==> src/rtl/vga_timing_gen.sv <==
`default_nettype none
// +--------------------------------------------------------------------------+
// | vga_timing_gen : VGA raster position counter with registered sync/blank.   |
// | Revision 1.0                                                               |
// +--------------------------------------------------------------------------+
module vga_timing_gen #(
  parameter int H_VISIBLE = 640,
  parameter int H_FP      = 16,
  parameter int H_SYNC    = 96,
  parameter int H_BP      = 48,
  parameter int V_VISIBLE = 480,
  parameter int V_FP      = 10,
  parameter int V_SYNC    = 2,
  parameter int V_BP      = 33
) (
  input  logic       vga_clk,
  input  logic       reset_n,
  input  logic       en,
  output logic [9:0] DrawX,
  output logic [9:0] DrawY,
  output logic       blank,
  output logic       hs,
  output logic       vs,
  output logic       line_start,
  output logic       frame_start,
  output logic [7:0] frame_cnt
);

  localparam int H_TOTAL = H_VISIBLE + H_FP + H_SYNC + H_BP;
  localparam int V_TOTAL = V_VISIBLE + V_FP + V_SYNC + V_BP;

  localparam logic [9:0] c_h_last  = 10'(H_TOTAL - 1);
  localparam logic [9:0] c_v_last  = 10'(V_TOTAL - 1);
  localparam logic [9:0] c_h_vis   = 10'(H_VISIBLE);
  localparam logic [9:0] c_v_vis   = 10'(V_VISIBLE);
  localparam logic [9:0] c_hs_lo   = 10'(H_VISIBLE + H_FP);
  localparam logic [9:0] c_hs_hi   = 10'(H_VISIBLE + H_FP + H_SYNC);
  localparam logic [9:0] c_vs_lo   = 10'(V_VISIBLE + V_FP);
  localparam logic [9:0] c_vs_hi   = 10'(V_VISIBLE + V_FP + V_SYNC);

  logic       running_q, running_d;
  logic [9:0] x_q, x_d, y_q, y_d;
  logic       blank_q, blank_d;
  logic       hs_q, hs_d;
  logic       vs_q, vs_d;
  logic       line_start_q, line_start_d;
  logic       frame_start_q, frame_start_d;
  logic [7:0] frame_cnt_q, frame_cnt_d;
  logic [9:0] x_nxt, y_nxt;

  // Until the first enabled edge after reset the "next" position is (0,0),
  // so that edge presents the origin rather than stepping past it.
  always_comb begin
    x_nxt = 10'd0;
    y_nxt = 10'd0;
    if (running_q) begin
      if (x_q == c_h_last) begin
        x_nxt = 10'd0;
        y_nxt = (y_q == c_v_last) ? 10'd0 : y_q + 10'd1;
      end else begin
        x_nxt = x_q + 10'd1;
        y_nxt = y_q;
      end
    end
  end

  // Flags are decoded from the next position and registered with it.
  always_comb begin
    running_d     = running_q;
    x_d           = x_q;
    y_d           = y_q;
    blank_d       = blank_q;
    hs_d          = hs_q;
    vs_d          = vs_q;
    line_start_d  = line_start_q;
    frame_start_d = frame_start_q;
    frame_cnt_d   = frame_cnt_q;
    if (en) begin
      running_d     = 1'b1;
      x_d           = x_nxt;
      y_d           = y_nxt;
      blank_d       = (x_nxt < c_h_vis) && (y_nxt < c_v_vis);
      hs_d          = !((x_nxt >= c_hs_lo) && (x_nxt < c_hs_hi));
      vs_d          = !((y_nxt >= c_vs_lo) && (y_nxt < c_vs_hi));
      line_start_d  = (x_nxt == 10'd0);
      frame_start_d = (x_nxt == 10'd0) && (y_nxt == 10'd0);
      frame_cnt_d   = frame_start_d ? frame_cnt_q + 8'd1 : frame_cnt_q;
    end
  end

  always_ff @(posedge vga_clk or negedge reset_n) begin
    if (!reset_n) begin
      running_q     <= 1'b0;
      x_q           <= 10'd0;
      y_q           <= 10'd0;
      blank_q       <= 1'b0;
      hs_q          <= 1'b1;
      vs_q          <= 1'b1;
      line_start_q  <= 1'b0;
      frame_start_q <= 1'b0;
      frame_cnt_q   <= 8'd0;
    end else begin
      running_q     <= running_d;
      x_q           <= x_d;
      y_q           <= y_d;
      blank_q       <= blank_d;
      hs_q          <= hs_d;
      vs_q          <= vs_d;
      line_start_q  <= line_start_d;
      frame_start_q <= frame_start_d;
      frame_cnt_q   <= frame_cnt_d;
    end
  end

  assign DrawX       = x_q;
  assign DrawY       = y_q;
  assign blank       = blank_q;
  assign hs          = hs_q;
  assign vs          = vs_q;
  assign line_start  = line_start_q;
  assign frame_start = frame_start_q;
  assign frame_cnt   = frame_cnt_q;

endmodule
`default_nettype wire
==> config.mk <==
export PLATFORM = sky130hd
export DESIGN_NAME = vga_timing_gen
export DESIGN_NICKNAME = d
export VERILOG_FILES = /design/src/rtl/vga_timing_gen.sv
export SDC_FILE = /design/constraint.sdc
export NUM_CORES = 1
export LEC_CHECK = 0
export ABC_CLOCK_PERIOD_IN_PS = 2450
export BUFFER_PORTS_ARGS = -buffer_cell sky130_fd_sc_hd__buf_2
export CAP_MARGIN = 20
export CORE_MARGIN = 3
export CORE_UTILIZATION = 51
export DETAILED_ROUTE_END_ITERATION = 8
export HOLD_SLACK_MARGIN = 0.1
export PLACE_DENSITY = 0.84
export SLEW_MARGIN = 20
export SYNTH_ARGS = -nofsm -noshare
export SYNTH_HDL_FRONTEND = slang
export SYNTH_SLANG_ARGS = --single-unit
==> constraint.sdc <==
create_clock -name vga_clk -period 2.45 [get_ports vga_clk]
set_input_delay 0.3675 -clock vga_clk [delete_from_list [all_inputs] [get_ports vga_clk]]
set_output_delay 0.3675 -clock vga_clk [all_outputs]
set_load 0.02 [all_outputs]
==> results of run 1 <==
-- path summary, 6_finish.rpt --
| path | depth (start not counted) | endpoint | from | slack (ns) |
|---|---|---|---|---|
| max in group asynchronous | 1 | DrawX[1] | reset_n | 1.79 |
| min in group vga_clk | 2 | DrawY[3] | en | 0.46 |
| worst max-delay path | 8 | frame_cnt[1] | DrawX[1] | 0.02 |
| worst min-delay path | 1 | DrawX[3] | reset_n | 0.13 |
| worst min register to register | 2 | hs | hs | 0.50 |
| worst max register to register | 8 | frame_cnt[1] | DrawX[1] | 0.02 |
-- layout by cell type, fill, tap and decap left out, drive strengths merged, types with 5 or more instances in the layout --
cell,count
buf,67
dfrtp,32
nand2,29
o21ai,21
nand3,17
inv,13
xnor2,12
nor2,10
and3,9
nor3,9
o31ai,7
nand4,7
mux2,6
nor4,6
a21oi,5
clkbuf,5
-- worst reg2reg max path, cell delays in order, from the launching register on --
cell	delay, ns
dfrtp_2	0.39
ha_4	0.15
nand4_4	0.14
or4_4	0.60
nor3_4	0.24
nor3_2	0.07
a41o_2	0.35
nand2_4	0.09
mux2_4	0.29
-- area by class of cell --
type,count,area [sq um]
repair buffers,67,419
clock inverters,3,68.8
clock buffers,5,68.8
flip-flops and latches,34,860
fillers,314,1290
inverters,13,48.8
well taps,50,62.6
multi-input cells,186,1320
-- registers in the layout, indices dropped and copies added, names as in the netlist --
signal       flops
frame_cnt        8
blank            1
line_start       1
running_q        1
DrawX           10
vs               1
DrawY           10
hs               1
frame_start      1
-- kinds of logic after synthesis --
group / after synthesis / synth area share (%)
adder cells (fa/ha/maj): 4 / 2.21
XOR/XNOR: 16 / 6.19
multiplexers: 10 / 5.47
AND/OR/NAND/NOR: 102 / 26.9
AO/OA/AOI/OAI: 54 / 15.8
flip-flops: 34 / 37.7
buffers and inverters: 28 / 5.80
-- metal layers --
layer	vias up	track usage (%)	routed length, um	share of wire [%]
met2	78	37.0	2890	48
met5	-	0	0	0
li1	1028	-	-	-
met3	15	5.23	330	5.5
met4	0	9.02	143	2.4
met1	1001	32.2	2630	44
-- metrics by stage --
step | setup slack (ns) | utilization, % | instance area, sq um | power (mW) | setup TNS (ns)
5_1_grt | -0.0341 | 68.8 | 2850 | 1.95 | -0.0456
2_1_floorplan | -0.0786 | - | 2310 | 1.05 | -0.0786
4_1_cts | 0.0315 | 67.6 | 2800 | 1.87 | 0
3_5_place_dp | 0.00409 | 64.3 | 2670 | 1.23 | 0
3_3_place_gp | 0.0873 | 64.3 | 2670 | 1.22 | 0
6_report | 0.0239 | 68.8 | 2850 | 1.87 | 0
-- repair_timing --
action / CTS / global route
pin swaps: 1 / 4
buffers inserted: 0 / 5
gates resized for setup: 0 / 3
cloned: 0 / 0
endpoints found under the setup margin: 1 / 3
-- power by group --
| part | internal [mW] | switching, mW |
|---|---|---|
| sequential | 0.615 | 0.0635 |
| clock | 0.408 | 0.221 |
| combinational | 0.233 | 0.331 |
| total | 1.26 | 0.616 |
==> run metrics, run 1 <==
number of port buffers=35; area growth from synthesis to final layout=25.9%; Synth top cells by count=32 x dfrtp_1, 28 x nand2_1, 19 x o21ai_0, 17 x nand3_1, 13 x inv_1; DRC viols=0; Post-synth ARST share=100%; synth top area cells=dfrtp_1 35%, nand2_1 4.6%, xnor2_1 4.6%; Yosys top cell by area=dfrtp_1; status=finished clean; CTS Buffer Depth=2; Worst-path clk slew=0.08 ns; DR pass1 iterations=4; yosys warns=0; Worst Setup End Kind=register; sequential share of the synthesized area=37.7%; wire per inst=16.7 um; Power Dens Cells=656 mW/mm^2; vias=2122; routability cong.=0.954; cell area after synthesis=0.00226 sq mm; register bit total from synthesis=34; Final Skew=0.00716 ns; CP Data Required Time=2.63 ns; clk root buf=clkbuf_8; placed wire-length estimate=4380 um; Main synth FF type=dfrtp_1; # nets final=314; initial DRC count=149; worst vdd ir=0.364 mV; top cell type's share of synthesized area=35.4%; crit path buf inv count=0; initial antenna violation count=0; Rel. slew slack=50.5%; Starting Density=54.6%; minimum clock period=2.43 ns; TritonCTS clock tree=built; final hold vios=0; Routed WL=5990 um; vias in the first global route=1959; post-route clock period utilization=99.0%; layout cell share with drive strength beyond 1=34.1%; clock latency on the worst-skew pair=0.29 ns; EDFF count, synth=0; Slew @ Worst Pin=0.743 ns; worst-path maximum fanout=8; Final ANT Viol Nets=0; first-pass GRT wire length=9560 um; vias per cell=5.93; Critical Path, Cell by Cell=ha_4 > nand4_4 > or4_4 > nor3_4 > nor3_2 > a41o_2 > nand2_4 > mux2_4; Die Area=0.00528 sq mm; grt ovf=0; count of cell types in the netlist=54; Ports=36; RSZ-0062 raised after global routing=yes; syn nets=255; Inserted Diodes=0; fmax=0.412 GHz; Die X=72.6 um; GRT Overall Usage=23.7%; critical path type=reg2reg; CP arrival=2.61 ns; largest net degree at the start of global routing=35; Mapped Cells=248; CP max stage delay=0.60 ns; Num CTS Buffers=5; Mapped Avg Cell Area=9.13 sq um; family with the most delay on the worst path=simple AND/OR/NAND/NOR gates; row cnt=23; Cells after DPL=345; Leak=1.31 nW; CTS sink cnt=34; Hold-fix buffers, CTS=0; Layout Cells excl Fill=358; count leader, synth=dfrtp_1; Die H=72.6 um; Crit-path slowest cell=or4_4; max_cap viols=0; worst min-delay path class=in2async; worst hold slack=0.133 ns; Critical Path Start Type=register; area of the core=0.00414 sq mm; Pins Over Slew Limit=0; H-Tree Depth=2; Finish-stage setup viols=0
No activity file was read; power rests on OpenSTA's default activity.
==> run 2: changes to the inputs <==
Settings changed: ABC_CLOCK_PERIOD_IN_PS 2450 to 1950, BUFFER_PORTS_ARGS -buffer_cell sky130_fd_sc_hd__buf_2 to -buffer_cell sky130_fd_sc_hd__buf_4.
Clock period 2.45 ns to 1.95 ns, I/O delays scaled along.
==> run metrics, run 2 (synthesis gave the netlist of run 1 again) <==
status=complete, but fails checks; failing checks=setup timing; first-pass GRT wire length=13100 um (+37%); number of port buffers=35 (unchanged); post-route setup slack=-0.559 ns (-0.583 ns); CTS sink cnt=34 (unchanged); commonest non-fill, non-tap cells in the layout=96 x buf_4, 26 x dfrtp_1, 26 x nand2_1, 17 x buf_6, 13 x o21ai_0; Die H=72.6 um (unchanged); total power=2.61 mW (+40%); clk root buf=clkbuf_8; final hold vios=0 (unchanged); setup TNS=-6.32 ns (-6.32 ns); Critical Path, Cell by Cell=ha_4 > nand4_4 > buf_6 > nor4_2 > buf_4 > xnor2_1 > nor3_2 > a41o_4 > buf_12 > nand3b_1 > xnor2_1; Final ANT Viol Nets=0 (unchanged); worst-path maximum fanout=5 (-3); Die X=72.6 um (unchanged); Worst Setup End Kind=register; Crit-path slowest cell=dfrtp_2; CTS Buffer Depth=2 (unchanged); Starting Density=54.6% (unchanged); most frequent CP cell=xnor2_1; minimum clock period=2.51 ns (+0.0831 ns); Finish-stage setup viols=25 (+25); max_cap viols=0 (unchanged); # nets final=363 (+16%); Num CTS Buffers=5 (unchanged); post-route clock period utilization=129% (+30 points); Worst-path clk slew=0.09 ns (about the same); post-layout util=88.2% (+19 points); initial antenna violation count=0 (unchanged); CP Data Required Time=2.17 ns (-0.46 ns); Pins Over Slew Limit=0 (unchanged); critical path type=reg2reg; placed wire-length estimate=4950 um (+13%); largest net degree at the start of global routing=35 (unchanged); Rel. slew slack=70.9% (+20 points); wire per inst=24.8 um (+48%); Inserted Diodes=0 (unchanged); Filler cells=179 (-43%); H-Tree Depth=2 (unchanged); fin area=0.00365 sq mm (+28%); RSZ-0062 raised after global routing=yes; Leak=1.64 nW (+26%); Power Dens Cells=715 mW/mm^2 (+9.0%); CP arrival=2.73 ns (+0.12 ns); area of the core=0.00414 sq mm (unchanged); vias=2816 (+33%); initial DRC count=492 (+230%); TritonCTS clock tree=built; placed cell area=0.00302 sq mm (+13%); Final Skew=0.00720 ns (+0.0000447 ns); DRC viols=0 (unchanged); vias per cell=6.92 (+17%); worst min-delay path class=in2reg; Slew @ Worst Pin=0.436 ns (-0.307 ns); grt ovf=0 (unchanged); GRT Overall Usage=32.5% (+8.8 points); reg2reg end=frame_cnt[7]; RR Startpoint=DrawX[1]; CP max stage delay=0.42 ns (-0.18 ns); routability cong.=0.888 (-7.0%); crit path capture=frame_cnt[7]; commonest non-fill, non-tap cell in the layout=buf_4; fmax=0.399 GHz (-3.3%); reg-to-reg slack, setup=-0.56 ns (-0.58 ns); area growth from synthesis to final layout=61.4%; worst vdd ir=0.562 mV (+54%); layout cell share with drive strength beyond 1=54.9% (+21 points); Routed WL=10100 um (+68%); DR pass1 iterations=6 (+2); vias in the first global route=2566 (+31%); Ports=36 (unchanged); CP startpoint=DrawX[1]; row cnt=23 (unchanged); Die Area=0.00528 sq mm (unchanged); clock latency on the worst-skew pair=0.31 ns (+0.02 ns); Critical Path Start Type=register; worst r2r path cells=11 (+3)
==> run 2: changes by cell type in the layout (fill, tap and decap cells not counted), sizes merged <==
cell / before / now
clkinv: 1 / 2
bufinv: 2 / 0
dlygate4sd3: 0 / 1
buf: 67 / 115
clkinvlp: 0 / 1
==> run 2: worst min-delay path by stage <==
stage                     slack [ns]     endpoint  depth (start not counted)    start
after floorplan               -0.003     DrawX[0]                          0  reset_n
after global placement          0.26     DrawY[2]                          1  reset_n
after detailed placement        0.27     DrawY[4]                          1  reset_n
after CTS                       0.29  frame_start                          2       en
after global routing            0.27  frame_start                          2       en
final                           0.27  frame_start                          2       en
==> run 2: per-stage QoR <==
| step | setup WS (ns) | instances | hold slack (ns) |
|---|---|---|---|
| floorplan | -0.577 | 248 | -0.00309 |
| global placement | -0.366 | 380 | 0.260 |
| detailed placement | -0.399 | 380 | 0.271 |
| CTS | -0.343 | 396 | 0.289 |
| global route | -0.597 | 407 | 0.274 |
| finish | -0.559 | 407 | 0.274 |
==> run 2: worst max-delay path: cells and delay by family (launching register included) <==
kind                     cells  cell delay, ns
AO/OA/AOI/OAI                1            0.30
AND/OR/NAND/NOR              4            0.76
buffers and inverters        3            0.47
adder cells (fa/ha/maj)      1            0.18
XOR/XNOR                     2            0.28
flip-flops                   1            0.42
==> run 2: power breakdown <==
part	leakage (nW)	switching (mW)	total [mW]	internal, mW
clock	0.0441	0.319	0.570	0.251
sequential	0.431	0.0994	0.873	0.774
combinational	1.17	0.622	1.17	0.549
total	1.64	1.04	2.61	1.57
==> run 2: final cells by class <==
cell class              count  area, sq um  area share (%)
repair buffers            116          957            26.2
multi-input cells         186         1640            44.7
clock buffers               5         68.8            1.88
clock inverters             3         21.3           0.582
inverters                  13         48.8            1.34
well taps                  50         62.6            1.71
flip-flops and latches     34          861            23.6
==> run 2: what timing repair did <==
action                                  4_1_cts  5_1_grt
endpoints found under the hold margin        32        0
endpoints found under the setup margin       19       24
pin swaps                                    19       21
cloned                                        0        0
hold buffers                                  1        0
resized for setup                            43       43
buffers inserted                              9       11
==> run 2: metal layers <==
layer	share of wire (%)	vias to the layer above	GRT usage, %
li1	-	1123	-
met1	35	1323	40.2
met2	47	264	52.9
met3	10	106	6.47
met4	8.1	0	17.8
met5	0	-	0
